**src/rtl/simeck_dec.sv**
```systemverilog
// Iterative Simeck32/64 decryption: forward key expansion, then one inverse round per clock.
// Optional key cache enabled by defining SIMECK_DEC_KEYCACHE_EN.
module simeck_dec #(
  parameter int unsigned ROUNDS = 32,
  parameter int unsigned WORD   = 16
) (
  input  logic              clk,
  input  logic              rst,
  input  logic              start,
  input  logic [2*WORD-1:0] inp,
  input  logic [4*WORD-1:0] key,
  output logic [2*WORD-1:0] out,
  output logic              busy,
  output logic              done
);

  localparam int unsigned     CntW     = $clog2(ROUNDS);
  localparam logic [CntW-1:0] LastExp  = CntW'(ROUNDS - 2);
  localparam logic [CntW-1:0] LastRnd  = CntW'(ROUNDS - 1);
  localparam logic [WORD-1:0] KeyConst = {{(WORD-2){1'b1}}, 2'b00};
  localparam logic [4:0]      LfsrSeed = 5'b11111;

  typedef enum logic [1:0] {StIdle, StExpand, StDecrypt, StDone} state_e;

  state_e            state_q, state_d;
  logic [WORD-1:0]   l_q, l_d, r_q, r_d;
  logic [4*WORD-1:0] ks_q, ks_d;
  logic [4:0]        lfsr_q, lfsr_d;
  logic [ROUNDS-1:0] zh_q, zh_d;
  logic [CntW-1:0]   cnt_q, cnt_d;
  logic [2*WORD-1:0] out_q, out_d;
  logic              busy_q, busy_d, done_q, done_d;

  logic [WORD-1:0]   w0, w1, w2, w3, r_new;
  logic              z_exp, z_dec;
  logic [4*WORD-1:0] ks_fwd, ks_inv;
  logic [ROUNDS-1:0] zh_shift;

`ifdef SIMECK_DEC_KEYCACHE_EN
  logic              cv_q, cv_d, hit;
  logic [4*WORD-1:0] ck_q, ck_d, cks_q, cks_d;
  logic [ROUNDS-1:0] czh_q, czh_d;
`endif

  function automatic logic [WORD-1:0] rnd_f(input logic [WORD-1:0] x);
    return (x & {x[WORD-6:0], x[WORD-1:WORD-5]}) ^ {x[WORD-2:0], x[WORD-1]};
  endfunction

  assign {w3, w2, w1, w0} = ks_q;
  assign z_exp    = lfsr_q[0];
  // z_j lands in bit j+1 after expansion, so round i reads z_{i-1} at index i.
  assign z_dec    = zh_q[cnt_q];
  assign zh_shift = {z_exp, zh_q[ROUNDS-1:1]};
  assign ks_fwd   = {w0 ^ rnd_f(w1) ^ KeyConst ^ WORD'(z_exp), w3, w2, w1};
  assign ks_inv   = {w2, w1, w0, w3 ^ rnd_f(w0) ^ KeyConst ^ WORD'(z_dec)};
  assign r_new    = l_q ^ rnd_f(r_q) ^ w0;

`ifdef SIMECK_DEC_KEYCACHE_EN
  assign hit = cv_q && (key == ck_q);
`endif

  always_comb begin
    state_d = state_q;
    l_d     = l_q;
    r_d     = r_q;
    ks_d    = ks_q;
    lfsr_d  = lfsr_q;
    zh_d    = zh_q;
    cnt_d   = cnt_q;
    out_d   = out_q;
    busy_d  = busy_q;
    done_d  = 1'b0;
`ifdef SIMECK_DEC_KEYCACHE_EN
    cv_d    = cv_q;
    ck_d    = ck_q;
    cks_d   = cks_q;
    czh_d   = czh_q;
`endif
    unique case (state_q)
      StIdle: begin
        if (start) begin
          {l_d, r_d} = inp;
          busy_d     = 1'b1;
          lfsr_d     = LfsrSeed;
`ifdef SIMECK_DEC_KEYCACHE_EN
          if (hit) begin
            ks_d    = cks_q;
            zh_d    = czh_q;
            cnt_d   = LastRnd;
            state_d = StDecrypt;
          end else begin
            // Invalidate until this key's schedule has been fully expanded.
            cv_d    = 1'b0;
            ck_d    = key;
            ks_d    = key;
            zh_d    = '0;
            cnt_d   = '0;
            state_d = StExpand;
          end
`else
          ks_d    = key;
          zh_d    = '0;
          cnt_d   = '0;
          state_d = StExpand;
`endif
        end
      end
      StExpand: begin
        ks_d   = ks_fwd;
        lfsr_d = {lfsr_q[2] ^ lfsr_q[0], lfsr_q[4:1]};
        zh_d   = zh_shift;
        cnt_d  = cnt_q + 1'b1;
        if (cnt_q == LastExp) begin
          cnt_d   = LastRnd;
          state_d = StDecrypt;
`ifdef SIMECK_DEC_KEYCACHE_EN
          cv_d  = 1'b1;
          cks_d = ks_fwd;
          czh_d = zh_shift;
`endif
        end
      end
      StDecrypt: begin
        l_d = r_q;
        r_d = r_new;
        if (cnt_q != '0) begin
          ks_d  = ks_inv;
          cnt_d = cnt_q - 1'b1;
        end else begin
          out_d   = {r_q, r_new};
          done_d  = 1'b1;
          state_d = StDone;
        end
      end
      StDone: begin
        busy_d  = 1'b0;
        state_d = StIdle;
      end
      default: state_d = StIdle;
    endcase
  end

  always_ff @(posedge clk or negedge rst) begin
    if (!rst) begin
      state_q <= StIdle;
      l_q     <= '0;
      r_q     <= '0;
      ks_q    <= '0;
      lfsr_q  <= '0;
      zh_q    <= '0;
      cnt_q   <= '0;
      out_q   <= '0;
      busy_q  <= 1'b0;
      done_q  <= 1'b0;
`ifdef SIMECK_DEC_KEYCACHE_EN
      cv_q    <= 1'b0;
      ck_q    <= '0;
      cks_q   <= '0;
      czh_q   <= '0;
`endif
    end else begin
      state_q <= state_d;
      l_q     <= l_d;
      r_q     <= r_d;
      ks_q    <= ks_d;
      lfsr_q  <= lfsr_d;
      zh_q    <= zh_d;
      cnt_q   <= cnt_d;
      out_q   <= out_d;
      busy_q  <= busy_d;
      done_q  <= done_d;
`ifdef SIMECK_DEC_KEYCACHE_EN
      cv_q    <= cv_d;
      ck_q    <= ck_d;
      cks_q   <= cks_d;
      czh_q   <= czh_d;
`endif
    end
  end

  assign out  = out_q;
  assign busy = busy_q;
  assign done = done_q;

endmodule
```
**config.mk**
```make
export PLATFORM = sky130hd
export DESIGN_NAME = simeck_dec
export DESIGN_NICKNAME = d
export VERILOG_FILES = /design/src/rtl/simeck_dec.sv
export SDC_FILE = /design/constraint.sdc
export NUM_CORES = 1
export LEC_CHECK = 0
export ABC_AREA = 0
export BUFFER_PORTS_ARGS = -buffer_cell sky130_fd_sc_hd__buf_2
export CORE_MARGIN = 10
export CORE_UTILIZATION = 60
export DETAILED_ROUTE_END_ITERATION = 12
export GPL_TIMING_DRIVEN = 1
export HOLD_SLACK_MARGIN = 0.05
export MAX_ROUTING_LAYER = met4
export PLACE_DENSITY = 0.79
export SETUP_SLACK_MARGIN = 0.02
export SLEW_MARGIN = 20
export SYNTH_ARGS = -nofsm -noshare
export SYNTH_HDL_FRONTEND = slang
export SYNTH_SLANG_ARGS = --single-unit
```
**constraint.sdc**
```tcl
create_clock -name clk -period 5.8 [get_ports clk]
set_clock_uncertainty 0.05 [all_clocks]
set_input_delay 0.87 -clock clk [delete_from_list [all_inputs] [get_ports clk]]
set_output_delay 0.87 -clock clk [all_outputs]
set_load 0.02 [all_outputs]
```
# After elaboration in Yosys (flattened, before gate mapping)
# Index checks and enable logic that the tools add are counted.
# classes
n_eq_ne	8
reduce_logical	12
n_lt_le_gt_ge	1
mux	25
bitwise_logic	16
addsub	2
# op_table
operator	n
$pmux W64 S3	1
$mux W64	2
$xor A16 B16 Y16	7
$pmux W16 S2	2
$pmux W32 S2	1
$and A16 B16 Y16	3
$mux W16	2
$mux W32	1
$xor A16 B1 Y16	2
$not A14 Y14	2
$mux W5	4
$pmux W5 S3	1
$pmux W5 S2	1
$ne A2 B2 Y1 const B	4
$pmux W2 S4	1
$reduce_and A2 Y1	4
$lt A5 B6 Y1 const B	1
$mux W2	3
$reduce_and A3 Y1	2
$reduce_bool A2 Y1	3
$add A5 B1 Y5 const B	1
$bmux W1 S5	1
$eq A5 B5 Y1 const B	1
$reduce_bool A5 Y1	1
other kinds (9)	13
# totals
wordCells	74
ff_bits	174
input_bits	99

# Depth between registers and ports, before layout
# depth
word_depth	7
depth_mapped	10

# Worst setup path before layout
# No wires, ideal clock.
# synth_path
path_kind	flip-flop to flip-flop
from	register cnt_q[0]
to	register out_q[12], in the netlist out[12]
required_ns	5.627
period_less_slack_ns	2.191
path_slack_ns	3.609
stages_incl_launch_ff	11
arrival_ns	2.018
setup_time_ns	0.123
cell_sequence	dfrtp_1 > buf_2 > inv_1 > ha_1 > or3b_4 > or3_1 > clkbuf_1 > buf_6 > buf_6 > nand2_1 > o21ai_1
# synth_between
elab_chain_len	3
# synth_rtl
element	line_no	text
start: declaration	30	logic [CntW-1:0] cnt_q, cnt_d;
start signal: assignment	168	cnt_q <= cnt_d;
$reduce_bool A5 Y1	126	if (cnt_q != '0) begin
$not A1 Y1 (no line)	n/a	
$reduce_and A2 Y1 (no line)	n/a	
end signal: assignment	169	out_q <= out_d;
end: declaration	31	logic [2*WORD-1:0] out_q, out_d;
# Every way passes these cells.
# A chain may end at the register's enable or synchronous reset.

# Worst setup path in the final report
# layout_path
from	register cnt_q[0]
to	register ks_q[55]
# layout_between
elab_chain_len	3
# layout_rtl
element	line_no	text
$reduce_bool A5 Y1	126	
$ne A2 B2 Y1 (no line)	n/a	
$reduce_and A3 Y1 (no line)	n/a	
end signal: assignment	165	ks_q <= ks_d;
end: declaration	27	logic [4*WORD-1:0] ks_q, ks_d;
# Every way passes these cells.

==> metrics.md <==
| Metric | Value |
|---|---|
| Post-synthesis sequential area ratio | `45.3%` |
| Ys Warns | `0` |
| Setup crit end kind | `flop` |
| CORE AREA | `15800 sq um` |
| Footprint of the multi-input gates | `4820 sq um` |
| Initial Utilization | `between 60% and 70%` |
| Max-Cap Viols | `0` |
| Met1 usage | `31.2%` |
| Pleak | `4.83 nW` |
| CP required | `6.05 ns` |
| Syn Area/Cell | `8.80 sq um` |
| Final setup violation count | `0` |
| FF+latch area | `4350 sq um` |
| Pre-CTS setup slack | `between 2 and 2.5 ns` |
| Crit path from | `cnt_q[0]` |
| Crit path cell chain | `inv_1 > ha_1 > or3b_4 > o311ai_4 > buf_8 > buf_4 > o21ai_0` |
| Htree depth | `4` |
| Top cells by count, synth | `nand2_1, o21ai_0, dfrtp_1` |
| Layout cells sized above 1 | `15.7%` |
| Worst r2r src | `cnt_q[0]` |
| Met3 capacity usage during global routing | `4.48%` |
| Crit path time final | `3.20 ns` |
| Worst setup SP type | `flop` |
| Filler Cells Inserted | `1245` |
| Top cell type's share of synthesized area | `a little under half` |
| Initial detailed-routing violation count | `784` |
| Post-synth EDFFs | `0` |
| Most numerous cell in the Yosys netlist | `nand2_1` |
| CP peak stage delay | `0.76 ns` |
| Clock root cell | `clkbuf_16` |
| Initial antenna violation count | `0` |
| Yosys cell types | `42` |
| Vias per cell | `between 5 and 6` |
| IO Count | `133` |
| Slew HR | `32.8%` |
| DRT antenna net count | `0` |
| Postcts setup bufs | `0` |
| Via Count | `8108` |
| RD Place Congestion | `0.890` |
| First-pass GRT wire length | `40400 microns` |
| FF-to-FF path depth | `7` |
| Critical path arrival | `3.45 ns` |
| Wire per inst | `17.9 microns` |
| GRT Overall Usage | `23.5%` |
| Grt total ovfl | `0` |
| Rows | `46` |
| Hold buffer count at cts | `0` |
| Vias in the first global route | `7738` |
| CTS buffer count | `17` |
| R2R Setup Slk | `~2.6 ns` |
| Worst Tran Pin Value | `just over 1 ns` |
| Routed wire length | `between 20000 and 25000 microns` |
| CP Class | `flop to flop` |
| CTS tree | `built` |
| Final nets | `between 1k and 1.5k` |
| Die height | `147 microns` |
| Largest area contributor in the synthesized netlist | `dfrtp_1` |
| Max-slew violation count | `0` |
| Worst vdd ir | `310 uV` |
| Status | `completed` |
| Final period utilization | `55.2%` |
| 1st-pass router iterations | `5` |
| Full die area | `21500 sq um` |
| HPWL after DPL | `16900 microns` |
| Fin Setup TNS | `0 ns` |
| Mapped Cells | `1093` |
| Post-Syn Area | `roughly 9600 sq um` |
| Worst Hold Class | `input pin to async pin` |
| GR peak layer | `met2` |
| Largest net degree at the start of global routing | `103` |
| Pwr Density | `700 nW/um^2` |
| R2r endpoint | `ks_q[55]` |
| FFs w/ async S/R, synth | `100%` |
| Port Buf Inserts | `132` |
| CTS Sinks | `about 170` |
| Residual DRC count | `0` |
| CP max-delay cell | `dfrtp_1` |
| Hold Vio Cnt, Final | `0` |
| M2 GR Usage | `about a third` |
| RSZ-0062 raised after global routing | `no` |
| Top post-synthesis cells by area | `dfrtp_1, nand2_1, o21ai_0` |
| Syn nets | `1199` |
| Setup ws final | `2.60 ns` |
| Ant. Diodes | `0` |
| Clk Latency, worst-skew pair | `0.44 ns` |
| Die width | `147 microns` |
| #FFs+latches synth | `between 150 and 200` |
| Clock slew at the register clock pins of the worst setup and hold paths | `0.07 ns` |
| P&R area growth vs syn | `12.6%` |
| Resized Gates After CTS | `0` |
| Predominant post-synthesis flop cell | `dfrtp_1` |
| Max Fanout on Critical Path | `just under 60` |
| Max Root-Sink Buffers | `2` |
| Max Clock Freq | `0.313 GHz` |
worst max path at each step:
stage / endpoint / slack, ns / cells past startpoint
after global placement: cnt_q[2] / 2.33 / 7
after detailed placement: cnt_q[2] / 2.27 / 7
final: ks_q[55] / 2.60 / 7
after global routing: ks_q[12] / 2.35 / 7
after floorplan: out[12] / 3.61 / 10
after CTS: cnt_q[2] / 2.27 / 7
sequential cells by signal, indices dropped and copies added, names as in the netlist, 2 cells and up:
| name | flops |
|---|---|
| cnt_q | 5 |
| ks_q | 64 |
| l_q | 16 |
| lfsr_q | 5 |
| out | 32 |
| r_q | 16 |
| state_q | 2 |
| zh_q | 32 |
per-stage QoR:
step | power [mW] | hold slack, ns | utilization [%] | area, sq um | std cells
2_1_floorplan | 5.54 | 0.411 | - | 9620 | 1093
3_3_place_gp | 6.25 | 0.403 | 64.6 | 10200 | 1356
3_5_place_dp | 6.39 | 0.408 | 64.6 | 10200 | 1356
4_1_cts | 7.56 | 0.237 | 68.2 | 10800 | 1386
5_1_grt | 8.22 | 0.250 | 68.5 | 10800 | 1388
6_report | 7.59 | 0.242 | 68.5 | 10800 | 1388
placed cells by master (no fill, tap or decap), types with 6 or more instances in the layout:
cell type  synthesis  layout
a22o_1            34      34
o21ai_1           14      14
clkbuf_16          0      17
inv_1             10      10
a22oi_1           52      52
buf_2              9     131
dfrtp_1          174     174
nor2_1             6       6
o211ai_1          15      15
xnor2_1           86      86
xor2_1            31      31
mux2i_1           36      34
o21ai_0          186     186
nand2_1          301     301
nand3_1            9       9
buf_4              0       7
power breakdown:
part	switching [mW]	total, mW	internal (mW)
logic	2.36	3.98	1.63
registers	0.717	2.46	1.75
clock network	0.480	1.14	0.663
total	3.55	7.59	4.04
cells by family (layout without fill, tap and decap cells):
logic type               after synthesis  after routing  synth area share, %
AO/OA/AOI/OAI                        321            321                 20.6
XOR/XNOR                             117            117                 10.7
adder cells (fa/ha/maj)                7              7                0.910
buffers and inverters                105            184                 5.20
flip-flops                           174            174                 45.3
multiplexers                          37             37                 3.86
AND/OR/NAND/NOR                      332            332                 13.5
critical path: cells and delay by family, from the launching register on:
kind | cells | cell delay [ns]
flops | 1 | 0.76
compound gates | 2 | 0.68
simple gates | 1 | 0.42
buf+inv | 3 | 0.94
fa+ha+maj | 1 | 0.19
metal layers:
metal  part of all wire, %  vias to the layer above
li1                      -                     3852
met1                    44                     3929
met2                    47                      287
met3                   6.7                       40
met4                   2.0                        0
met5                     0                        -
final cells by class:
type / count / share of cell area (%)
Timing Repair Buffer: 143 / 7.12
Inverter: 11 / 0.381
Multi-Input combinational cell: 814 / 44.5
Tap cell: 216 / 2.49
Clock inverter: 10 / 1.05
Sequential cell: 174 / 40.2
Clock buffer: 20 / 4.31
No activity file was read; power rests on OpenSTA's default activity.
